==> config.mk <==
export PLATFORM = sky130hd
export DESIGN_NAME = fetch_ctrl
export DESIGN_NICKNAME = d
export VERILOG_FILES = /design/src/rtl/fetch_ctrl.sv
export SDC_FILE = /design/constraint.sdc
export NUM_CORES = 1
export LEC_CHECK = 0
export ABC_AREA = 1
export CAP_MARGIN = 30
export CORE_ASPECT_RATIO = 1.1
export CORE_MARGIN = 5
export CORE_UTILIZATION = 40
export CTS_CLUSTER_SIZE = 24
export DETAILED_ROUTE_END_ITERATION = 7
export DONT_BUFFER_PORTS = 1
export PLACE_DENSITY = 0.64
export SYNTH_ARGS = -nofsm -noshare
export SYNTH_HDL_FRONTEND = slang
export SYNTH_SLANG_ARGS = --single-unit
==> constraint.sdc <==
create_clock -name clk -period 1.5 [get_ports clk]
set_input_delay 0.3 -clock clk [delete_from_list [all_inputs] [get_ports clk]]
set_output_delay 0.3 -clock clk [all_outputs]
set_load 0.01 [all_outputs]
==> src/rtl/fetch_ctrl.sv <==
// fetch_ctrl: fetch sequencer driving instruction memory requests, the instruction
// register load and the PC load/increment controls for one instruction at a time.
`default_nettype none

module fetch_ctrl #(
    parameter int                   DATAWIDTH  = 32,
    parameter logic [DATAWIDTH-1:0] EXC_VECTOR = 32'h0000_0080,
    parameter int                   TIMEOUT    = 255
) (
    input  logic                 clk,
    input  logic                 rst_n,
    input  logic                 imem_ready,
    input  logic                 stall,
    input  logic                 br_taken,
    input  logic [DATAWIDTH-1:0] br_target,
    input  logic                 jmp,
    input  logic [DATAWIDTH-1:0] jmp_target,
    input  logic                 exc,
    input  logic                 halt,
    output logic                 imem_req,
    output logic                 ir_ld,
    output logic                 fetch_valid,
    output logic                 pc_ld,
    output logic                 pc_incr,
    output logic [DATAWIDTH-1:0] pc_in,
    output logic                 fetch_err
);

    localparam int CW = (TIMEOUT < 2) ? 1 : $clog2(TIMEOUT + 1);
    localparam logic [CW-1:0] TMAX = CW'(TIMEOUT);

    typedef enum logic [2:0] {
        S_HALTED = 3'd0,
        S_FETCH  = 3'd1,
        S_ISSUE  = 3'd2,
        S_UPDATE = 3'd3,
        S_FLUSH  = 3'd4
    } state_t;

    state_t                 state_q;
    state_t                 state_d;
    logic                   upd_ld;
    logic                   upd_incr;
    logic [DATAWIDTH-1:0]   upd_val;
    logic [DATAWIDTH-1:0]   pc_in_q;
    logic                   pc_ld_q;
    logic                   pc_incr_q;
    logic [CW-1:0]          cnt_q;
    logic [CW-1:0]          cnt_inc;
    logic                   err_q;
    logic                   wait_cycle;

    // Next state plus the PC action that is registered on the edge entering UPDATE.
    always_comb begin
        state_d  = state_q;
        upd_ld   = 1'b0;
        upd_incr = 1'b0;
        upd_val  = pc_in_q;
        case (state_q)
            S_HALTED: begin
                if (exc) begin
                    state_d = S_UPDATE;
                    upd_ld  = 1'b1;
                    upd_val = EXC_VECTOR;
                end else if (!halt) begin
                    state_d = S_FETCH;
                end
            end
            S_FETCH: begin
                if (exc) begin
                    state_d = S_UPDATE;
                    upd_ld  = 1'b1;
                    upd_val = EXC_VECTOR;
                end else if (imem_ready) begin
                    state_d = S_ISSUE;
                end
            end
            S_ISSUE: begin
                if (exc) begin
                    state_d = S_UPDATE;
                    upd_ld  = 1'b1;
                    upd_val = EXC_VECTOR;
                end else if (!stall) begin
                    state_d = S_UPDATE;
                    if (jmp) begin
                        upd_ld  = 1'b1;
                        upd_val = jmp_target;
                    end else if (br_taken) begin
                        upd_ld  = 1'b1;
                        upd_val = br_target;
                    end else begin
                        upd_incr = 1'b1;
                    end
                end
            end
            S_UPDATE: begin
                if (exc) begin
                    state_d = S_UPDATE;
                    upd_ld  = 1'b1;
                    upd_val = EXC_VECTOR;
                end else if (halt) begin
                    state_d = S_HALTED;
                end else begin
                    state_d = S_FETCH;
                end
            end
            S_FLUSH: begin
                if (imem_ready) begin
                    state_d = S_UPDATE;
                    upd_ld  = 1'b1;
                    upd_val = EXC_VECTOR;
                end
            end
            default: state_d = S_HALTED;
        endcase
    end

    always_ff @(posedge clk or negedge rst_n) begin
        if (!rst_n) begin
            state_q   <= S_HALTED;
            pc_ld_q   <= 1'b0;
            pc_incr_q <= 1'b0;
            pc_in_q   <= '0;
        end else begin
            state_q   <= state_d;
            pc_ld_q   <= upd_ld;
            pc_incr_q <= upd_incr;
            pc_in_q   <= upd_val;
        end
    end

    // Timeout counter: restarts on each FETCH entry, saturates, and latches a sticky error.
    assign wait_cycle = (state_q == S_FETCH) && !imem_ready;
    assign cnt_inc    = (cnt_q == TMAX) ? cnt_q : cnt_q + CW'(1);

    always_ff @(posedge clk or negedge rst_n) begin
        if (!rst_n) begin
            cnt_q <= '0;
            err_q <= 1'b0;
        end else begin
            if ((state_q != S_FETCH) && (state_d == S_FETCH)) begin
                cnt_q <= '0;
            end else if (wait_cycle) begin
                cnt_q <= cnt_inc;
            end
            if (wait_cycle && (cnt_inc == TMAX)) begin
                err_q <= 1'b1;
            end
        end
    end

    assign imem_req    = (state_q == S_FETCH);
    assign fetch_valid = (state_q == S_ISSUE);
    assign ir_ld       = (state_q == S_FETCH) && imem_ready && !exc;
    assign pc_ld       = pc_ld_q;
    assign pc_incr     = pc_incr_q;
    assign pc_in       = pc_in_q;
    assign fetch_err   = err_q;

endmodule

`default_nettype wire
==> Word-level counts from Yosys, hierarchy flattened <==
Cells that the tools add are included.
{ "totals": {"register_bits": 46, "inputBits": 72, "output_inout_bits": 38, "wordCells": 63} }
{ "classes": {"n_addsub": 1, "eq_ne": 12, "mux": 32, "n_reduce_logical": 12} }
{ "ops": {"columns": ["cell", "count"], "rows": [
  ["$mux 32", 6],
  ["$pmux 32 s3", 1],
  ["$mux 8", 3],
  ["$mux 3", 7],
  ["$eq 8x8->1 const B", 2],
  ["$pmux 3 s5", 1],
  ["$mux 1", 12],
  ["$add 8x1->8 const B", 1],
  ["$eq 3x1->1 const B", 2],
  ["$eq 3x2->1 const B", 2],
  ["$logic_and 1x1->1", 5],
  ["$reduce_and 5->1", 1],
  ["$ne 4x4->1 const B", 1],
  ["$eq 3x3->1 const B", 1],
  ["$logic_not 3->1", 1],
  ["$ne 3x1->1 const B", 1],
  ["$ne 3x3->1 const B", 1],
  ["$pmux 1 s3", 1],
  ["$reduce_bool 3->1", 1],
  ["$reduce_or 3->1", 1],
  ["$logic_not 1->1", 2],
  ["$mux 2", 1],
  ["$ne 2x1->1 const B", 1],
  ["$ne 2x2->1 const B", 1],
  ["$reduce_bool 2->1", 1]
]} }

==> Depth between registers and ports, before layout <==
{ "depth": {"word_depth": 6, "ltp_mapped": 10, "depth_no_buf": 10} }

==> Worst setup path after synthesis <==
Ideal clock, no wire load.
{ "synth_path": {"kind": "register -> register", "startpoint": "register state_q[2]", "endpoint": "register cnt_q[0]", "arrival_time_ns": 1.332, "t_required_ns": 1.377, "slack_ns": 0.045, "stages_incl_launch_ff": 8, "n_path_buf": 0, "period_less_slack_ns": 1.455, "path_cell_list": "dfrtp_1 inv_1 nand2_1 nor2_1 nand2_2 o211ai_1 o21a_1 nor2_1"} }
{ "synth_lines": {"columns": ["element", "line_no", "source"], "rows": [
  ["start, declared", "40", "state_t state_q;"],
  ["start signal, assigned", "125", "state_q <= state_d;"],
  ["$eq 3x1->1 *", null, null],
  ["via imem_req", "20", "output logic imem_req,"],
  ["$pmux 3 s5", "59", "case (state_q)"],
  ["$eq 3x1->1", "141", "if ((state_q != S_FETCH) && (state_d == S_FETCH)) begin"],
  ["$logic_and 1x1->1", "141", null],
  ["$mux 8 or $reduce_bool 2->1 (tied branches)", null, null],
  ["end signal, assigned", "144", "cnt_q <= cnt_inc;"],
  ["end, declared", "48", "logic [CW-1:0] cnt_q;"]
]} }
The timed path passes the listed nets; every way through them passes the cells marked *.
A chain may end at the register's enable or synchronous reset.

==> Final worst setup path <==
{ "layout_path": {"startpoint": "register state_q[0]", "endpoint": "register pc_in_q[31], in the netlist pc_in[31]"} }
{ "layout_via": {"elab_chain_cells": 4} }
{ "layout_lines": {"columns": ["element", "line_no", "source"], "rows": [
  ["$eq 3x1->1, or another cell as far along", "59", null],
  ["$reduce_or 3->1 (no source line)", null, null],
  ["$ne 2x1->1 (no source line) or $reduce_bool 3->1 (tied branches)", null, null],
  ["$reduce_and 5->1 (no source line)", null, null],
  ["end signal, assigned", "128", "pc_in_q <= upd_val;"],
  ["end, declared", "45", "logic [DATAWIDTH-1:0] pc_in_q;"]
]} }
Parallel ways exist; a longest one is shown, timed or not.

==> out/qor.yml <==
outcome: "finished, violations left"
violations: "setup timing"
setup_viol: 12
synth_area_leaders: "dfrtp_1 (43%), nand2_1 (17%), nand3_1 (7.9%)"
p_int_mw: 2.99
clkLatencyLatePin_ns: 0.30
crit_path_end_kind: "flip-flop"
power.leakage_nw: 1.63
hpwl_microns: 4730
cts_root_buf: "clkbuf_8"
avgRoutedWirePerCell_microns: 15.7
worstMarginPinSlew_ns: 0.323
hp-class: "in2reg"
drc: 0
htreeDepth: 2
syn_area_sq_mm: 0.00267
initial_core_util_pct: 40.8
drive_gt1_share_pct: 24.2
crit_chain: "nor2_4 -> nand2_4 -> nor2_4 -> nand2_2 -> nand3_4 -> clkbuf_16 -> clkbuf_16 -> o21ai_1"
critPathSlowestCell: "dfrtp_2"
ant_nets: 0
drt_iter0_drc: 96
r2r_setup_slack_ns: -0.02
die-area_sq_mm: 0.00841
multi_input_area_sq_mm: 0.00139
seqCellArea_sq_mm: 0.00115
hold_violations: 0
grt_pass1_wl_microns: 10900
ys_async_sr_fraction_pct: 100
syn_avg_cell_area_sq_um: 7.14
io_buffers: 0
ys_seq_elements: 46
gp_congestion: 0.862
totalWireLength_microns: 7500
worst_ep_arrival_time_ns: 1.71
finClkSkew_ns: 0.00502
clockPowerShare_pct: 15.3
fp-row-count: 31
setup_slack_ns: -0.0153
numCtsBuffers: 5
grt_usage_pct: 16.5
antenna_found_initial: 0
hold_ws_ns: 0.0623
num_vias: 2440
finalPower_mw: 5.01
clock_sinks: 46
area_delta_synth_final_pct: 26.3
synth_top_cell_area_share_pct: 43.1
cts_tree: "built"
switchingPower_mw: 2.02
synthCells: 374
path_clk_slew_ns: 0.09
slew_headroom_pct: 78.5
core_region_area_sq_mm: 0.00656
critPathKind: "reg2reg"
synth_edf_count: 0
path_buf_inv: 2
die_w_microns: 87.9
cts.path.max_buffers: 2
slew_violations: 0
diodes: 0
critical_path.max_fanout: 12
crit_required_ns: 1.69
finalCritPeriodShare_pct: 101
firstDrtPassIters: 4
synth_cell_types: 28
fin_nets: 468
rsz0062_at_grt: "true"
yosys.area.top_type: "dfrtp_1"
worstSetupStartpointType: "flip-flop"
seqPwrFrac_pct: 36.5
min_from: "stall"
synthMostInstantiatedCell: "nand2_1"
viasPerCell: 5.10
cap_violations: 0
io_pins: 110
fin_crit_ns: 1.52
fillCellCount: 641
grt_pass1_vias: 2339
cp_top_family: "simple AND/OR/NAND/NOR gates"
swShare_pct: 40.4
fmaxAchievable_ghz: 0.660
synth_commonest_cells: "nand2_1 (123), inv_1 (52), dfrtp_1 (46), nand3_1 (42), o21ai_0 (25)"
crit_path_start: "state_q[0]"
syn_nets: 447
p_per_area_mw_per_mm2: 1490
r2r-start: "state_q[0]"
p_comb_share_pct: 48.2
yosys_warnings: 0
cp_slowest_stage_delay_ns: 0.49
grt_start_max_net_pins: 47
yosysSeqAreaShare_pct: 43.1
die_y_microns: 95.7
ir_drop_mv: 0.723
grt_overflow_total: 0
synthFlopType: "dfrtp_1"
==> per-layer routing <==
layer	GRT usage, %	wire length (microns)	part of all wire (%)	vias up
met2	27.3	3740	50	90
met5	0	0	0	-
met3	4.97	666	8.9	10
li1	-	-	-	1215
met1	21.1	3000	40	1125
met4	3.84	91	1.2	0
==> power by group through the flow <==
stage / Clock (mW) / Combinational [mW] / Sequential (mW)
2_1_floorplan: 0 / 1.11 / 1.77
3_3_place_gp: 0 / 1.36 / 1.84
3_5_place_dp: 0 / 1.39 / 1.83
4_1_cts: 0.802 / 1.62 / 1.82
5_1_grt: 0.847 / 2.63 / 1.87
6_report: 0.766 / 2.42 / 1.83
==> registers in the layout (all words and copies together), names as in the netlist <==
register   cells
pc_in         32
cnt_q          8
state_q        3
fetch_err      1
pc_incr        1
pc_ld          1
==> area by class of cell <==
class / count / area share, %
multi-input cells: 257 / 41.1
flip-flops and latches: 46 / 34.2
repair buffers: 31 / 13.1
inverters: 54 / 6.01
well taps: 82 / 3.04
clock buffers: 6 / 2.15
clock inverters: 2 / 0.408
==> path summary, 6_finish.rpt <==
path	endpoint	depth (start not counted)
max	pc_in[31]	8
min	pc_incr	1
max reg2reg	pc_in[31]	8
min reg2reg	fetch_err	2
max in group asynchronous	state_q[0]	2
min in group asynchronous	pc_in[6]	2
==> repair_timing <==
action / CTS / global route
pin swaps: 1 / 13
endpoints found under the setup margin: 6 / 43
gates cloned: 1 / 7
hold buffers: 2 / 0
resized for setup: 9 / 66
setup buffers: 4 / 4
endpoints found under the hold margin: 46 / 0
==> kinds of logic (layout without fill, tap and decap cells) <==
| family | count (synthesis) | count (layout) | synth area share (%) |
|---|---|---|---|
| xor gates and xnor gates | 1 | 1 | 0.328 |
| and+or+nand+nor | 204 | 204 | 32.3 |
| adders and majority gates | 1 | 1 | 0.468 |
| AOI/OAI and AO/OA | 50 | 50 | 11.3 |
| buffers and inverters | 71 | 93 | 12.1 |
| DFF | 46 | 46 | 43.1 |
| muxes | 1 | 1 | 0.375 |
==> cells in the final DEF (no fill, tap or decap), drive strengths merged, types with 3 or more instances in the layout <==
cell and instances:
nor2 29, o21ai 39, clkbuf 12, buf 24, nand2 126, inv 54
a21oi 6, nand3 43, nor3 3, dfrtp 46
==> stage by stage <==
step	utilization [%]	cells	setup TNS (ns)	area [sq um]	worst slack [ns]
CTS	45.5	467	-0.0558	2980	-0.0365
global route	51.5	478	-2.38	3370	-0.0904
floorplan	-	374	0	2670	0.0447
global placement	42.3	452	0	2780	0.0408
finish	51.5	478	-0.0779	3370	-0.0153
detailed placement	42.3	452	-0.00311	2780	-0.00311
(Power assumes the default switching activity.)
